[src/rtl/pulse_pkg.sv]
`default_nettype none
// +----------------------------------------------------------------------------+
// | pulse_pkg : shared types and defaults for the pulse_train_ctrl slice        |
// | Revision  : 1.0                                                            |
// +----------------------------------------------------------------------------+
package pulse_pkg;

    localparam int C_CNT_W = 32;
    localparam int C_IDX_W = 16;

    typedef enum logic [1:0] {
        IDLE  = 2'd0,
        RUN   = 2'd1,
        DRAIN = 2'd2
    } pt_state_e;

    // Shadow fields are held at the default (maximum) widths; modules narrow on read.
    typedef struct packed {
        logic [C_CNT_W-1:0] width;
        logic [C_CNT_W-1:0] period;
        logic [C_IDX_W-1:0] count;
    } pt_cfg_t;

    // Pure magnitude compare, so a period shorter than the width cannot wrap.
    function automatic logic cfg_geometry_ok(input logic [C_CNT_W-1:0] width,
                                             input logic [C_CNT_W-1:0] period);
        return (width != '0) && (period > width);
    endfunction

endpackage
`default_nettype wire

[src/rtl/pulse_generate.sv]
`default_nettype none
// +----------------------------------------------------------------------------+
// | pulse_generate : single-shot pulse of pulse_width cycles per start_evt      |
// | Revision       : 1.0                                                       |
// +----------------------------------------------------------------------------+
module pulse_generate #(
    parameter int CNT_W = 32
) (
    input  logic             clk,
    input  logic             rst,
    input  logic             start_evt,
    input  logic [CNT_W-1:0] pulse_width,
    output logic             pulse_out
);

    logic             r_pulse;
    logic [CNT_W-1:0] r_remain;

    // Pulse rises the cycle after start_evt and stays high for pulse_width cycles.
    always_ff @(posedge clk or posedge rst) begin
        if (rst) begin
            r_pulse  <= 1'b0;
            r_remain <= '0;
        end else if (start_evt && (pulse_width != '0)) begin
            r_pulse  <= 1'b1;
            r_remain <= pulse_width - CNT_W'(1);
        end else if (r_pulse) begin
            if (r_remain == '0) begin
                r_pulse <= 1'b0;
            end else begin
                r_remain <= r_remain - CNT_W'(1);
            end
        end
    end

    assign pulse_out = r_pulse;

endmodule
`default_nettype wire

[src/rtl/pulse_train_ctrl.sv]
`default_nettype none
// +----------------------------------------------------------------------------+
// | pulse_train_ctrl : start/stop sequencer for a train of equal-width pulses   |
// | Option   : PULSE_TRAIN_INFINITE_EN (cfg_count == 0 -> endless train)        |
// | Revision : 1.0                                                             |
// +----------------------------------------------------------------------------+
module pulse_train_ctrl
    import pulse_pkg::*;
#(
    parameter int CNT_W = C_CNT_W,
    parameter int IDX_W = C_IDX_W
) (
    input  logic             clk,
    input  logic             rst_n,
    input  logic             start,
    input  logic             stop,
    input  logic [CNT_W-1:0] cfg_width,
    input  logic [CNT_W-1:0] cfg_period,
    input  logic [IDX_W-1:0] cfg_count,
    output logic             pulse_out,
    output logic             busy,
    output logic             done,
    output logic             cfg_err,
    output logic [IDX_W-1:0] pulse_idx
);

    pt_state_e        r_state;
    pt_state_e        w_state_nxt;
    pt_cfg_t          r_cfg;
    logic [CNT_W-1:0] r_per_cnt;
    logic [IDX_W-1:0] r_pulse_idx;
    logic             r_done;
    logic             r_cfg_err;

    logic [CNT_W-1:0] w_width;
    logic [CNT_W-1:0] w_period;
    logic [IDX_W-1:0] w_count;
    logic [CNT_W-1:0] w_per_cnt_inc;
    logic             w_count_ok;
    logic             w_infinite;
    logic             w_cfg_ok;
    logic             w_accept;
    logic             w_reject;
    logic             w_fire;
    logic             w_last_fire;
    logic             w_pulse_ending;
    logic             w_done_nxt;
    logic             w_gen_rst;

    assign w_width  = CNT_W'(r_cfg.width);
    assign w_period = CNT_W'(r_cfg.period);
    assign w_count  = IDX_W'(r_cfg.count);

`ifdef PULSE_TRAIN_INFINITE_EN
    assign w_count_ok = 1'b1;
    assign w_infinite = (w_count == '0);
`else
    assign w_count_ok = (cfg_count != '0);
    assign w_infinite = 1'b0;
`endif

    assign w_cfg_ok = cfg_geometry_ok(C_CNT_W'(cfg_width), C_CNT_W'(cfg_period)) && w_count_ok;
    assign w_accept = (r_state == IDLE) && start && w_cfg_ok;
    assign w_reject = (r_state == IDLE) && start && !w_cfg_ok;

    assign w_fire      = (r_state == RUN) && (r_per_cnt == '0) && !stop;
    assign w_last_fire = w_fire && !w_infinite && ((r_pulse_idx + IDX_W'(1)) == w_count);

    // A pulse fired at per_cnt == 0 is high for per_cnt 1..width, so its last
    // high cycle is per_cnt == width; this lets done land on the first low cycle.
    assign w_pulse_ending = pulse_out && (r_per_cnt == w_width);
    assign w_per_cnt_inc  = r_per_cnt + CNT_W'(1);

    always_comb begin
        w_state_nxt = r_state;
        w_done_nxt  = 1'b0;
        case (r_state)
            IDLE: begin
                if (w_accept) begin
                    w_state_nxt = RUN;
                end
            end
            RUN: begin
                if (stop) begin
                    if (!pulse_out || w_pulse_ending) begin
                        w_state_nxt = IDLE;
                        w_done_nxt  = 1'b1;
                    end else begin
                        w_state_nxt = DRAIN;
                    end
                end else if (w_last_fire) begin
                    w_state_nxt = DRAIN;
                end
            end
            DRAIN: begin
                if (!pulse_out || w_pulse_ending) begin
                    w_state_nxt = IDLE;
                    w_done_nxt  = 1'b1;
                end
            end
            default: begin
                w_state_nxt = IDLE;
            end
        endcase
    end

    always_ff @(posedge clk or negedge rst_n) begin
        if (!rst_n) begin
            r_state   <= IDLE;
            r_done    <= 1'b0;
            r_cfg_err <= 1'b0;
        end else begin
            r_state   <= w_state_nxt;
            r_done    <= w_done_nxt;
            r_cfg_err <= w_reject;
        end
    end

    always_ff @(posedge clk or negedge rst_n) begin
        if (!rst_n) begin
            r_cfg       <= '0;
            r_per_cnt   <= '0;
            r_pulse_idx <= '0;
        end else begin
            if ((r_state == IDLE) && start) begin
                r_cfg.width  <= C_CNT_W'(cfg_width);
                r_cfg.period <= C_CNT_W'(cfg_period);
                r_cfg.count  <= C_IDX_W'(cfg_count);
            end
            if (w_accept) begin
                r_per_cnt   <= '0;
                r_pulse_idx <= '0;
            end else if (r_state != IDLE) begin
                // Keeps counting in DRAIN so the in-flight pulse end stays visible.
                r_per_cnt <= (w_per_cnt_inc == w_period) ? '0 : w_per_cnt_inc;
                if (w_fire) begin
                    r_pulse_idx <= r_pulse_idx + IDX_W'(1);
                end
            end
        end
    end

    assign w_gen_rst = ~rst_n;

    pulse_generate #(
        .CNT_W(CNT_W)
    ) u_pulse_generate (
        .clk         (clk),
        .rst         (w_gen_rst),
        .start_evt   (w_fire),
        .pulse_width (w_width),
        .pulse_out   (pulse_out)
    );

    assign busy      = (r_state != IDLE);
    assign done      = r_done;
    assign cfg_err   = r_cfg_err;
    assign pulse_idx = r_pulse_idx;

endmodule
`default_nettype wire

[config.mk]
export PLATFORM = sky130hd
export DESIGN_NAME = pulse_train_ctrl
export DESIGN_NICKNAME = d
export VERILOG_FILES = /design/src/rtl/pulse_pkg.sv /design/src/rtl/pulse_generate.sv /design/src/rtl/pulse_train_ctrl.sv
export SDC_FILE = /design/constraint.sdc
export NUM_CORES = 1
export LEC_CHECK = 0
export ABC_AREA = 1
export ABC_CLOCK_PERIOD_IN_PS = 5600
export BUFFER_PORTS_ARGS = -buffer_cell sky130_fd_sc_hd__buf_2
export CELL_PAD_IN_SITES_DETAIL_PLACEMENT = 0
export CELL_PAD_IN_SITES_GLOBAL_PLACEMENT = 1
export CORE_UTILIZATION = 48
export DETAILED_ROUTE_END_ITERATION = 8
export PLACE_DENSITY = 0.87
export SLEW_MARGIN = 5
export SYNTH_ARGS = -nofsm -noshare
export SYNTH_HDL_FRONTEND = slang
export SYNTH_SLANG_ARGS = --single-unit
[constraint.sdc]
create_clock -name clk -period 5.6 [get_ports clk]
set_input_delay 0.56 -clock clk [delete_from_list [all_inputs] [get_ports clk]]
set_output_delay 0.56 -clock clk [all_outputs]
set_load 0.01 [all_outputs]
==> results.cfg, run 1 <==
[drt]
num_vias = 11000
via_per_inst = 5.17
ant_nets = 0
avgRoutedWirePerCell_um = 16.6
route.detailed.drc = 0
drt_wl_total_mm = 35.2
drt_iter0_drc = 757
dr.pass1.iters = 7

[synth]
ys_types = 46
synth.avg_cell_area_um2 = 6.98
synth_edf_count = 0
yosys.area.top_type = dfrtp_1
yosysTopAreaCellShare = 0.344
synth-async-reset-ratio = 1.00
synthesis.nets = 1842
ys.warnings.count = 0
syn_area_um2 = 12000
ys_top_cells_by_area = dfrtp_1 34%, nand2_1 17%, inv_1 7.0%
netlist_instances = 1719
ys_seq_elements = 165
ys.flop_type = dfrtp_1
seq_area_frac_synth = 0.344

[power]
p_leak_nw = 6.71
pwr_density_cell_nw_per_um2 = 501
peakVddDrop_mv = 0.295
p_total_mw = 6.62

[placed_design]
place_inst = 2094
dp_hpwl_mm = 27.0
port_buffers = 103
place_congestion = 0.914
dpl_cell_area_um2 = 12600

[sta]
rsz0062_at_grt = no
fmax_ghz = 0.291
max_slew_margin = 0.204
finalSetupTns_ps = 0
period_needed_ps = 3440
slew_viol_final = 0
worstMarginPinSlew_ps = 1190
setup_viol = 0
fin_crit_sh = 0.614
finalHoldViolations = 0
clock_skew_ps = 13.6

[layout]
drive_gt1_frac = 0.149
diodes = 0
stdcell_area_um2 = 13200
fin_cells = 2126
area_delta_synth_final_pct = 10.2
fin_nets = 1912
mostFrequentLayoutCell = nand2_1
layout_common_cells = 527 x nand2_1, 223 x inv_1, 176 x nor2_1
num-fill-cells = 2413

[critical_path]
crit_fanout = 32
r2r-start = r_per_cnt[0]
crit_chain = ha_1 -> nand3_1 -> inv_1 -> nand2_1 -> nor2_2 -> nand2_4 -> o21bai_1 -> nand2_1 -> nand2_1 -> nand2_1 -> nor2_1 -> nand3_2 -> nor2_1 -> nand2_2 -> nand2_1 -> nand2_1
reg2reg_to = r_per_cnt[1]
critical-path-top-delay-family = simple AND/OR/NAND/NOR gates
crit_top_cell = nand2_1
r2r_slack_ps = 2160
arrival_ps = 3760
slowest_stage = nand2_2
path_class = flip-flop to flip-flop
endpoint_kind = flip-flop
cp.required_ps = 5920
worstSetupStartpointType = flip-flop
path_buf_inv = 1
cp_slowest_stage_delay_ps = 570
ff2ff_path_depth = 16

[global_routing]
grt.overflow.total = 0
antenna_found_initial = 1
grt_pass1_vias = 10700
grt_max_degree = 72
grt_pass1_wl_mm = 56.5
track_usage = 0.283

[clocking]
clock_latency_ps = 440
clk_path_buf_depth = 2
cts_resized = 0
clk_pin_slew_ps = 70
cts_num_sinks = 165
cts_tree = done
hold_buffers = 0
numCtsBuffers = 17
cts_max_level = 4
cts-root-buf = clkbuf_16
post-cts-setup-buffers = 0

[hold_path]
hold_path.class = input port to async pin

[floorplanning]
start_util = 0.492
die_height_um = 160
die_w_um = 160
rows = 57
die_area_um2 = 25600
core_um2 = 24400
io_pins = 104

[job]
cap_violations = 0

[status]
status = complete, no violations
metal layers:
metal  vias up  wire length (um)  GRT usage
li1       5571                 -          -
met4         0               790     0.0848
met1      5068             16300      0.396
met2       306             16100      0.449
met5         -                 0          0
met3        45              2000     0.0447
flip-flops by register name (all words and copies together), names as in the netlist:
| name | flops |
|---|---|
| w_width | 32 |
| u_pulse_generate.r_remain | 32 |
| w_period | 32 |
| u_pulse_generate.pulse_out | 1 |
| w_count | 16 |
| pulse_idx | 16 |
| done | 1 |
| r_per_cnt | 32 |
| r_state | 2 |
| cfg_err | 1 |
Yosys cell counts (5+ instances only):
cell type	n
nand2_1	528
inv_1	223
nor2_1	176
dfrtp_1	165
nand3_1	95
o21ai_0	68
nand4_1	53
a21oi_1	51
nand2_2	48
ha_1	39
xor2_1	32
mux2_2	27
clkbuf_1	26
xnor2_1	26
nor4_1	17
nor3_1	16
buf_2	14
nor2_2	14
o211ai_1	11
buf_6	8
nand3_2	7
nand3b_1	7
nor2_4	7
o21ai_1	6
xnor3_1	6
clkbuf_2	5
inv_2	5
or2_2	5
worst max path at each step:
stage / from / endpoint / depth (start not counted)
final: r_per_cnt[0] / r_per_cnt[1] / 16
after global routing: r_per_cnt[0] / r_per_cnt[1] / 16
after CTS: r_per_cnt[0] / r_per_cnt[1] / 16
after detailed placement: r_per_cnt[0] / r_per_cnt[1] / 16
after global placement: r_per_cnt[0] / r_per_cnt[1] / 16
after floorplan: r_per_cnt[0] / u_pulse_generate.r_remain[28] / 19
cells by family (layout without fill, tap and decap cells):
family | count (synthesis) | in the layout | synth area share
AOI/OAI and AO/OA | 147 | 147 | 0.0660
xor gates and xnor gates | 64 | 64 | 0.0536
adders and majority gates | 39 | 39 | 0.0407
buffers and inverters | 289 | 372 | 0.101
DFF | 165 | 165 | 0.344
muxes | 27 | 27 | 0.0253
and+or+nand+nor | 988 | 988 | 0.369
stage by stage:
stage | hold slack, ps | utilization | setup WS, ps
2_1_floorplan | 264 | - | 3160
3_3_place_gp | 464 | 0.518 | 2220
3_5_place_dp | 477 | 0.518 | 2190
4_1_cts | 62.4 | 0.542 | 2170
5_1_grt | 64.3 | 0.542 | 1850
6_report | 49.2 | 0.542 | 2160
report_power, final:
part	internal (mW)	switching, mW	total (mW)
Sequential	1.70	0.602	2.31
Combinational	1.14	1.99	3.13
Clock	0.604	0.579	1.18
Total	3.45	3.17	6.62
final cells by class:
cell class / instances / area [um2] / area share
clock buffer: 18 / 439 / 0.0332
clock inverter: 14 / 131 / 0.00994
inverter: 229 / 860 / 0.0650
multi-input combinational: 1265 / 6670 / 0.505
sequential: 165 / 4130 / 0.312
tap: 324 / 405 / 0.0307
timing repair buffer: 111 / 582 / 0.0440
Power figures use the tool's default switching activity.
==> run 2: changes to the inputs <==
--- a/config.mk
+++ b/config.mk
@@ -6,13 +6,13 @@
 export NUM_CORES = 1
 export LEC_CHECK = 0
 export ABC_AREA = 1
-export ABC_CLOCK_PERIOD_IN_PS = 5600
+export ABC_CLOCK_PERIOD_IN_PS = 3000
 export BUFFER_PORTS_ARGS = -buffer_cell sky130_fd_sc_hd__buf_2
 export CELL_PAD_IN_SITES_DETAIL_PLACEMENT = 0
 export CELL_PAD_IN_SITES_GLOBAL_PLACEMENT = 1
-export CORE_UTILIZATION = 48
+export CORE_UTILIZATION = 40
 export DETAILED_ROUTE_END_ITERATION = 8
-export PLACE_DENSITY = 0.87
+export PLACE_DENSITY = 0.78
 export SLEW_MARGIN = 5
 export SYNTH_ARGS = -nofsm -noshare
 export SYNTH_HDL_FRONTEND = slang
==> constraint.sdc (replaced) <==
create_clock -name clk -period 3 [get_ports clk]
set_input_delay 0.3 -clock clk [delete_from_list [all_inputs] [get_ports clk]]
set_output_delay 0.3 -clock clk [all_outputs]
set_load 0.01 [all_outputs]
==> results.cfg, run 2 (same netlist as run 1, synthesis figures left out) <==
[critical_path]
arrival_ps = 3090
cp-startpoint = r_per_cnt[31]
endpoint_kind = flip-flop
reg2reg_to = u_pulse_generate.r_remain[20]
crit_path_end = u_pulse_generate.r_remain[20]
r2r_slack_ps = 250
ff2ff_path_depth = 17
path_class = flip-flop to flip-flop
worstSetupStartpointType = flip-flop
crit_fanout = 11
cp.required_ps = 3330
r2r-start = r_per_cnt[31]

[floorplanning]
rows = 63
start_util = 0.406
io_pins = 104
die_area_um2 = 30700
die_w_um = 175
core_um2 = 29600
die_height_um = 175

[clocking]
numCtsBuffers = 17
cts_tree = done
clk_pin_slew_ps = 70
clk_path_buf_depth = 2
cts_max_level = 4
clock_latency_ps = 450
cts-root-buf = clkbuf_16
cts_num_sinks = 165

[global_routing]
track_usage = 0.247
antenna_found_initial = 1
grt.overflow.total = 0
grt_pass1_wl_mm = 58.5
grt_pass1_vias = 10600
grt_max_degree = 72

[placed_design]
dp_hpwl_mm = 29.1
dp_worst_setup_slack_ps = 99.4
place_congestion = 0.929
port_buffers = 103

[drt]
dr.pass1.iters = 5
num_vias = 11200
drt_wl_total_mm = 36.6
avgRoutedWirePerCell_um = 16.4
drt_iter0_drc = 761
via_per_inst = 4.99
ant_nets = 0
route.detailed.drc = 0

[sta]
clock_skew_ps = 10.5
slew_viol_final = 0
fin_crit_sh = 0.918
setup_viol = 0
finalHoldViolations = 0
finalSetupTns_ps = 0
fmax_ghz = 0.363
max_slew_margin = 0.524
period_needed_ps = 2750
layout_setup_ws_ps = 247
worstMarginPinSlew_ps = 714

[layout]
layout_common_cells = 526 x nand2_1, 223 x inv_1, 169 x nor2_1
fin_nets = 1956
mostFrequentLayoutCell = nand2_1
area_delta_synth_final_pct = 15.5
drive_gt1_frac = 0.176
diodes = 0
num-fill-cells = 3059

[power]
p_leak_nw = 6.99
p_total_mw = 13.3
peakVddDrop_mv = 0.482
pwr_density_cell_nw_per_um2 = 959

[job]
cap_violations = 0

[hold_path]
hold_path.class = input port to flip-flop

[status]
status = complete, no violations
-- run 2: cell count changes in the layout (fill, tap and decap cells not counted), moves of 3 or more --
cell       delta
buf_4        +38
nor2_1        -7
buf_12        +5
bufinv_16     +4
dfrtp_1       -4
dfrtp_2       +4
nand3_2       -4
nand3_4       +4
nor2_4        +4
nor2_2        +3
-- run 2: worst min-delay path by stage --
| stage | startpoint | endpoint | slack [ps] | cells after the start |
|---|---|---|---|---|
| floorplan | rst_n | cfg_err | 4 | 0 |
| global placement | rst_n | u_pulse_generate.r_remain[5] | 380 | 1 |
| detailed placement | rst_n | u_pulse_generate.r_remain[5] | 380 | 1 |
| CTS | cfg_count[5] | w_count[5] | 80 | 2 |
| global route | cfg_count[8] | w_count[8] | 80 | 2 |
| finish | cfg_count[2] | w_count[2] | 100 | 2 |
-- run 2: cell type report --
cell class	count	area, um2	share of cell area
Tap cell	390	488	0.0352
Sequential cell	165	4130	0.298
Inverter	229	860	0.0621
Timing Repair Buffer	155	977	0.0706
Clock buffer	18	439	0.0317
Multi-Input combinational cell	1265	6750	0.487
Clock inverter	13	205	0.0148
-- run 2: timing repair --
item | 4_1_cts | 5_1_grt
setup endpoints to repair | 0 | 46
buffers inserted | 0 | 4
hold buffers | 1 | 0
endpoints found under the hold margin | 68 | 0
resized for setup | 0 | 22
-- run 2: layer usage --
layer	GRT usage	wire length (um)	vias up
li1	-	-	5678
met3	0.0416	1710	27
met2	0.400	16800	249
met4	0.0558	509	2
met1	0.345	17500	5196
met5	0	13	-
-- run 2: through the flow --
stage,cell area [um2],cells,util,hold slack (ps)
after floorplan,12000,1719,-,4.41
after global placement,13100,2199,0.443,379
after detailed placement,13100,2199,0.443,381
after CTS,13700,2231,0.465,78.5
after global routing,13800,2235,0.469,82.8
final,13800,2235,0.469,95.3
-- run 2: where the power goes --
part / internal, mW / switching (mW)
Combinational: 2.46 / 4.16
Clock: 1.44 / 1.04
Sequential: 3.19 / 0.993
-- run 2: critical path, stage by stage, from the launching register on --
cell     delay, ps
dfrtp_1        440
nor2_1         130
nand2_1        180
nor2_2         200
nand3_4        120
nor2_8         160
nand2_4        130
nand2_1        100
o21ai_2         80
inv_1           60
ha_1           170
nand3_2        130
nor2_4         140
nand3_4        120
nor2_4         190
nand3_1        100
nand3_1        120
nand2_1         60
